[src/rtl/mc_seq_pkg.sv]
// Shared encodings for the multi-cycle EX sequencer (mc_seq).
// The divider is present only when MC_SEQ_DIV_EN is defined.
package mc_seq_pkg;

    // op_i encodings
    localparam logic [1:0] MC_OP_NONE = 2'b00;
    localparam logic [1:0] MC_OP_MACC = 2'b01;
    localparam logic [1:0] MC_OP_DIV  = 2'b10;
    localparam logic [1:0] MC_OP_DIVU = 2'b11;

    // One quotient bit per iteration, so this equals the operand width.
    localparam int MC_DIV_ITERS = 32;

    typedef enum logic [1:0] {
        MC_ST_IDLE      = 2'd0,
        MC_ST_MACC_DONE = 2'd1,
        MC_ST_DIV_RUN   = 2'd2,
        MC_ST_DIV_DONE  = 2'd3
    } mc_state_t;

    // Two's-complement negate when neg is set, pass-through otherwise.
    function automatic logic [31:0] neg_if(input logic [31:0] v, input logic neg);
        return neg ? (~v + 32'd1) : v;
    endfunction

endpackage

[src/rtl/mc_seq_div_step.sv]
// One combinational restoring-division iteration for mc_seq.
// {rem,quot} holds the partial remainder and the remaining dividend bits;
// each step shifts one dividend bit into rem and one quotient bit into quot.
// Compiled only when MC_SEQ_DIV_EN is defined.
`ifdef MC_SEQ_DIV_EN
module mc_seq_div_step (
    input  logic [31:0] rem_i,
    input  logic [31:0] quot_i,
    input  logic [31:0] divisor_i,
    output logic [31:0] rem_o,
    output logic [31:0] quot_o
);

    logic [32:0] shifted;
    logic [32:0] trial;

    // Trial-subtract the divisor; bit 32 of the difference is the borrow
    // because the shifted remainder is always below twice the divisor.
    always_comb begin
        shifted = {rem_i, quot_i[31]};
        trial   = shifted - {1'b0, divisor_i};
        if (trial[32]) begin
            rem_o  = shifted[31:0];
            quot_o = {quot_i[30:0], 1'b0};
        end else begin
            rem_o  = trial[31:0];
            quot_o = {quot_i[30:0], 1'b1};
        end
    end

endmodule
`endif

[src/rtl/mc_seq.sv]
// mc_seq: sequencer for multi-cycle EX ops (MADD/MSUB, DIV/DIVU).
// Configuration macro: MC_SEQ_DIV_EN enables DIV/DIVU; without it those ops
// raise a one-cycle illegal_o and the divider is not built.
//
// Stall interface: stall_req_o is a combinational request that is high in
// the start cycle and every DIV_RUN cycle; it drops in the cycle the result
// is presented (result_valid_o=1). The result stays presented while hold_i
// is high and is retired at the first clock edge with hold_i low. annul_i
// and rst force all requests/pulses low in the cycle they are seen.
module mc_seq
    import mc_seq_pkg::*;
#(
    parameter int DIV_ITERS = MC_DIV_ITERS
) (
    input  logic        clk,
    input  logic        rst,
    input  logic        start_i,
    input  logic [1:0]  op_i,
    input  logic        sub_i,
    input  logic [31:0] opdata1_i,
    input  logic [31:0] opdata2_i,
    input  logic [63:0] hilo_cur_i,
    input  logic        hold_i,
    input  logic        annul_i,
    output logic        stall_req_o,
    output logic        result_valid_o,
    output logic [63:0] result_o,
    output logic        busy_o,
    output logic        illegal_o
);

    // The divider walks one quotient bit per cycle over a 32-bit operand.
    if (DIV_ITERS != 32) begin : g_div_iters_chk
        $error("mc_seq: DIV_ITERS must equal the 32-bit operand width");
    end

    mc_state_t   state_q, state_d;
    logic        start_ok;
    logic        op_is_macc;
    logic [63:0] prod_full;
    logic [63:0] prod_q;
    logic        sub_q;
    logic [63:0] macc_sum;

    assign start_ok   = (state_q == MC_ST_IDLE) && start_i && (op_i != MC_OP_NONE) && !annul_i;
    assign op_is_macc = (op_i == MC_OP_MACC);
    // Sign-extended 64x64 multiply truncated to 64 bits is the signed 32x32 product.
    assign prod_full  = {{32{opdata1_i[31]}}, opdata1_i} * {{32{opdata2_i[31]}}, opdata2_i};
    assign macc_sum   = sub_q ? (hilo_cur_i - prod_q) : (hilo_cur_i + prod_q);
    assign busy_o     = (state_q != MC_ST_IDLE);

`ifdef MC_SEQ_DIV_EN
    localparam logic [5:0] CNT_LAST = 6'(DIV_ITERS - 1);

    logic [31:0] rem_q, quot_q, dvsr_q;
    logic        neg_quot_q, neg_rem_q;
    logic [5:0]  cnt_q;
    logic [31:0] step_rem, step_quot;
    logic        op_signed, a_neg, b_neg;

    assign op_signed = (op_i == MC_OP_DIV);
    assign a_neg     = op_signed && opdata1_i[31];
    assign b_neg     = op_signed && opdata2_i[31];

    mc_seq_div_step u_div_step (
        .rem_i     (rem_q),
        .quot_i    (quot_q),
        .divisor_i (dvsr_q),
        .rem_o     (step_rem),
        .quot_o    (step_quot)
    );

    // Divider registers: load magnitudes on start, one restoring step per DIV_RUN cycle.
    always_ff @(posedge clk) begin
        if (rst) begin
            rem_q      <= '0;
            quot_q     <= '0;
            dvsr_q     <= '0;
            neg_quot_q <= 1'b0;
            neg_rem_q  <= 1'b0;
            cnt_q      <= '0;
        end else if (!annul_i) begin
            if (start_ok && !op_is_macc) begin
                if (opdata2_i == 32'd0) begin
                    rem_q      <= opdata1_i;
                    quot_q     <= 32'hFFFF_FFFF;
                    neg_quot_q <= 1'b0;
                    neg_rem_q  <= 1'b0;
                end else begin
                    rem_q      <= '0;
                    quot_q     <= neg_if(opdata1_i, a_neg);
                    dvsr_q     <= neg_if(opdata2_i, b_neg);
                    neg_quot_q <= a_neg ^ b_neg;
                    neg_rem_q  <= a_neg;
                    cnt_q      <= '0;
                end
            end else if (state_q == MC_ST_DIV_RUN) begin
                rem_q  <= step_rem;
                quot_q <= step_quot;
                cnt_q  <= cnt_q + 6'd1;
            end
        end
    end
`endif

    // MACC registers: capture the product and add/sub selection on start.
    always_ff @(posedge clk) begin
        if (rst) begin
            prod_q <= '0;
            sub_q  <= 1'b0;
        end else if (start_ok && op_is_macc) begin
            prod_q <= prod_full;
            sub_q  <= sub_i;
        end
    end

    // State register.
    always_ff @(posedge clk) begin
        if (rst) state_q <= MC_ST_IDLE;
        else     state_q <= state_d;
    end

    // Next-state and outputs; rst/annul_i override everything in the same cycle.
    always_comb begin
        state_d        = state_q;
        stall_req_o    = 1'b0;
        result_valid_o = 1'b0;
        result_o       = '0;
        illegal_o      = 1'b0;
        case (state_q)
            MC_ST_IDLE: begin
                if (start_ok) begin
                    if (op_is_macc) begin
                        stall_req_o = 1'b1;
                        state_d     = MC_ST_MACC_DONE;
                    end else begin
`ifdef MC_SEQ_DIV_EN
                        stall_req_o = 1'b1;
                        state_d     = (opdata2_i == 32'd0) ? MC_ST_DIV_DONE : MC_ST_DIV_RUN;
`else
                        illegal_o   = (op_i == MC_OP_DIV) || (op_i == MC_OP_DIVU);
`endif
                    end
                end
            end
            MC_ST_MACC_DONE: begin
                result_valid_o = 1'b1;
                result_o       = macc_sum;
                if (!hold_i) state_d = MC_ST_IDLE;
            end
`ifdef MC_SEQ_DIV_EN
            MC_ST_DIV_RUN: begin
                stall_req_o = 1'b1;
                if (cnt_q == CNT_LAST) state_d = MC_ST_DIV_DONE;
            end
            MC_ST_DIV_DONE: begin
                result_valid_o = 1'b1;
                result_o       = {neg_if(rem_q, neg_rem_q), neg_if(quot_q, neg_quot_q)};
                if (!hold_i) state_d = MC_ST_IDLE;
            end
`endif
            default: state_d = MC_ST_IDLE;
        endcase
        if (rst || annul_i) begin
            state_d        = MC_ST_IDLE;
            stall_req_o    = 1'b0;
            result_valid_o = 1'b0;
            result_o       = '0;
            illegal_o      = 1'b0;
        end
    end

endmodule

[config.mk]
export PLATFORM = sky130hd
export DESIGN_NAME = mc_seq
export DESIGN_NICKNAME = d
export VERILOG_FILES = /design/src/rtl/mc_seq_pkg.sv /design/src/rtl/mc_seq_div_step.sv /design/src/rtl/mc_seq.sv
export SDC_FILE = /design/constraint.sdc
export NUM_CORES = 2
export LEC_CHECK = 0
export CAP_MARGIN = 20
export CORE_ASPECT_RATIO = 1.4
export CORE_MARGIN = 2
export CORE_UTILIZATION = 30
export DETAILED_ROUTE_END_ITERATION = 7
export PLACE_DENSITY_LB_ADDON = 0.15
export SLEW_MARGIN = 30
export SYNTH_ARGS = -nofsm -noshare
export SYNTH_HDL_FRONTEND = slang
export SYNTH_HIERARCHICAL = 1
export SYNTH_SLANG_ARGS = --single-unit
export TNS_END_PERCENT = 30
[constraint.sdc]
create_clock -name clk -period 13.4 [get_ports clk]
set_clock_uncertainty 0.2 [all_clocks]
set_input_delay 2.68 -clock clk [delete_from_list [all_inputs] [get_ports clk]]
set_output_delay 2.68 -clock clk [all_outputs]
set_load 0.05 [all_outputs]
==> reports/summary.txt <==
Die height: 454 um
Clock Sinks: 66
HP Class: reg -> reg
Gpl congestion: 0.870
Via count: 32536
Slowest CP cell: clkdlybuf4s50_1
FMAX: 88.6 MHz
Drc violations: 0
Slew Viols, Final: 0
H-tree Lvls: 3
Req. time, crit path: 13.43 ns
First-pass GRT wire length: 222 mm
Worst-Margin Slew: 0.996 ns
Initial core utilization: 30.2%
Chip width: 326 um
Die area: 148000 um2
Seq/Total Area, Yosys: 3.04%
Setup TNS: 0 ns
Area grow syn2layout: 9.57%
Router iterations before antenna repair: 5
Crit path from: opdata2_i[13]
Top-count cell post-synth: fa_1
Post-synth top area cell: fa_1
Postcts setup bufs: 0
Post-Syn Nets: 6383
Hpwl dp: 122 mm
# fillers: 15362
CTS tree: built
Worst path arrival time: 11.32 ns
Synth top cells by count: fa_1 (1083), inv_1 (984), nand2_1 (677)
Fin crit period: 11.29 ns
Unrepaired setup endpoints after global routing: no
Placed Cells: 6848
Initial drt markers: 1297
Setup violators final: 0
EDFF count, synth: 0
CP peak stage delay: 1.05 ns
Routed wire length: 140 mm
Largest net degree at the start of global routing: 69
Share of cells above drive strength 1: 2.93%
Wire per inst: 20.4 um
Synth top area cells: fa_1 (50%), inv_1 (8.5%), and2_1 (7.4%)
Post-DRT Antenna Nets: 0
Max-cap violation count: 0
FFs w/ async S/R, synth: 0%
Final layout net count: 6406
Slew HR: 33.4%
Mean Syn Cell Area: 8.84 um2
Final Hold Fails: 0
Aggregate global-route resource usage: 19.6%
Yosys reg bits: 66
Clk_lat worst skew: 0.33 ns
CTS root buf: clkbuf_16
Critical path class: in -> reg
Final period util: 84.3%
Beginning of the worst hold path: prod_q[63]
Post-Synthesis Cells: 4916
Synth warnings: 6
Post-route insts no fill: 6869
Synth top area share: 49.9%
Crit path capture type: register
IO Count: 204
Clk buf depth: 2
Mapped Area: 43500 um2
Vias per cell: 4.74
# rows: 165
Count of input and output buffers: 203
Reg-to-Reg Start: state_q[0]
Ys flop type: dfxtp_1
Clock-pin slew on the worst setup and hold paths: 0.06 ns
Num CTS Buffers: 9
Total congestion overflow: 0
Initial antenna violation count: 6
CP Launch Type: input pin
Most common cell on crit path: fa_1
Count of cell types in the netlist: 87
Critical Path Fanout Max: 19
Vias in the first global route: 37653
Status: finished clean
Area of the core: 144000 um2
Cts hold-fix bufs: 0
Footprint of the multi-input gates: 37500 um2
Register area: 1320 um2
Post-CTS resize count: 0
per-layer routing:
layer | routed length [um] | global-route usage (%)
met1 | 46200 | 19.1
met2 | 84400 | 41.9
met5 | 27 | 0
met4 | 7340 | 8.16
met3 | 2270 | 0.932
cell type report:
| class | count | share of cell area [%] |
|---|---|---|
| multi-input combinational | 3608 | 78.6 |
| inverter | 984 | 7.75 |
| timing repair buffer | 270 | 5.12 |
| tap | 1920 | 5.04 |
| sequential | 66 | 2.78 |
| clock buffer | 12 | 0.496 |
| clock inverter | 3 | 0.137 |
| antenna | 6 | 0.0315 |
cells in the final DEF (no fill, tap or decap), types with 12 or more instances in the layout:
cell type        count
fa_1              1083
inv_1              984
nand2_1            676
and2_1             516
ha_1               248
a21oi_1            217
nor2_1             189
clkdlybuf4s50_1    181
xnor2_1            139
o21ai_0             72
buf_4               66
dfxtp_1             65
a21o_1              63
xor2_1              45
nor3_1              34
nand4_1             29
o21bai_1            22
buf_2               22
nand3_1             21
a31oi_1             19
nand2b_1            17
a211oi_1            17
nor2b_1             14
and3_1              13
o31ai_1             13
o21a_1              12
cells by family (layout without fill, tap and decap cells):
logic type,after synthesis,after routing,synth area share (%)
flops,66,66,3.04
other cells,0,6,0
fa+ha+maj,1331,1331,57.0
xor+xnor,185,185,3.74
mux,4,4,0.0921
simple gates,1574,1574,17.8
compound gates,514,514,7.49
buf+inv,1242,1269,10.8
flip-flops by register name, summed over array words and instances (netlist names):
signal	count
prod_q	64
state_q	1
sub_q	1
stage by stage:
| step | setup WS, ns | instance area (um2) | util, % | hold WS (ns) |
|---|---|---|---|---|
| floorplan | 3.28 | 43500 | - | 0.244 |
| global placement | 1.60 | 47400 | 32.9 | 0.260 |
| detailed placement | 1.73 | 47300 | 32.8 | 0.264 |
| CTS | 2.09 | 47600 | 33.1 | 0.271 |
| global route | 1.63 | 47600 | 33.0 | 0.292 |
| finish | 2.11 | 47600 | 33.1 | 0.269 |
path summary, 6_finish.rpt:
path                 to  slack, ns  depth (start not counted)
max reg2reg  prod_q[56]      11.08                          7
max          prod_q[60]       2.11                         26
min reg2reg  prod_q[63]       0.27                          2
min          prod_q[63]       0.27                          2
worst max-delay path: cells and delay by family:
family	cells	cell delay [ns]
simple gates	3	0.81
compound gates	6	1.21
fa+ha+maj	9	4.59
buf+inv	7	1.80
mux	1	0.21
Power is left out: the tool's default activity adds up to more than one toggle a clock period on the data nets, which glitch-free logic cannot reach.
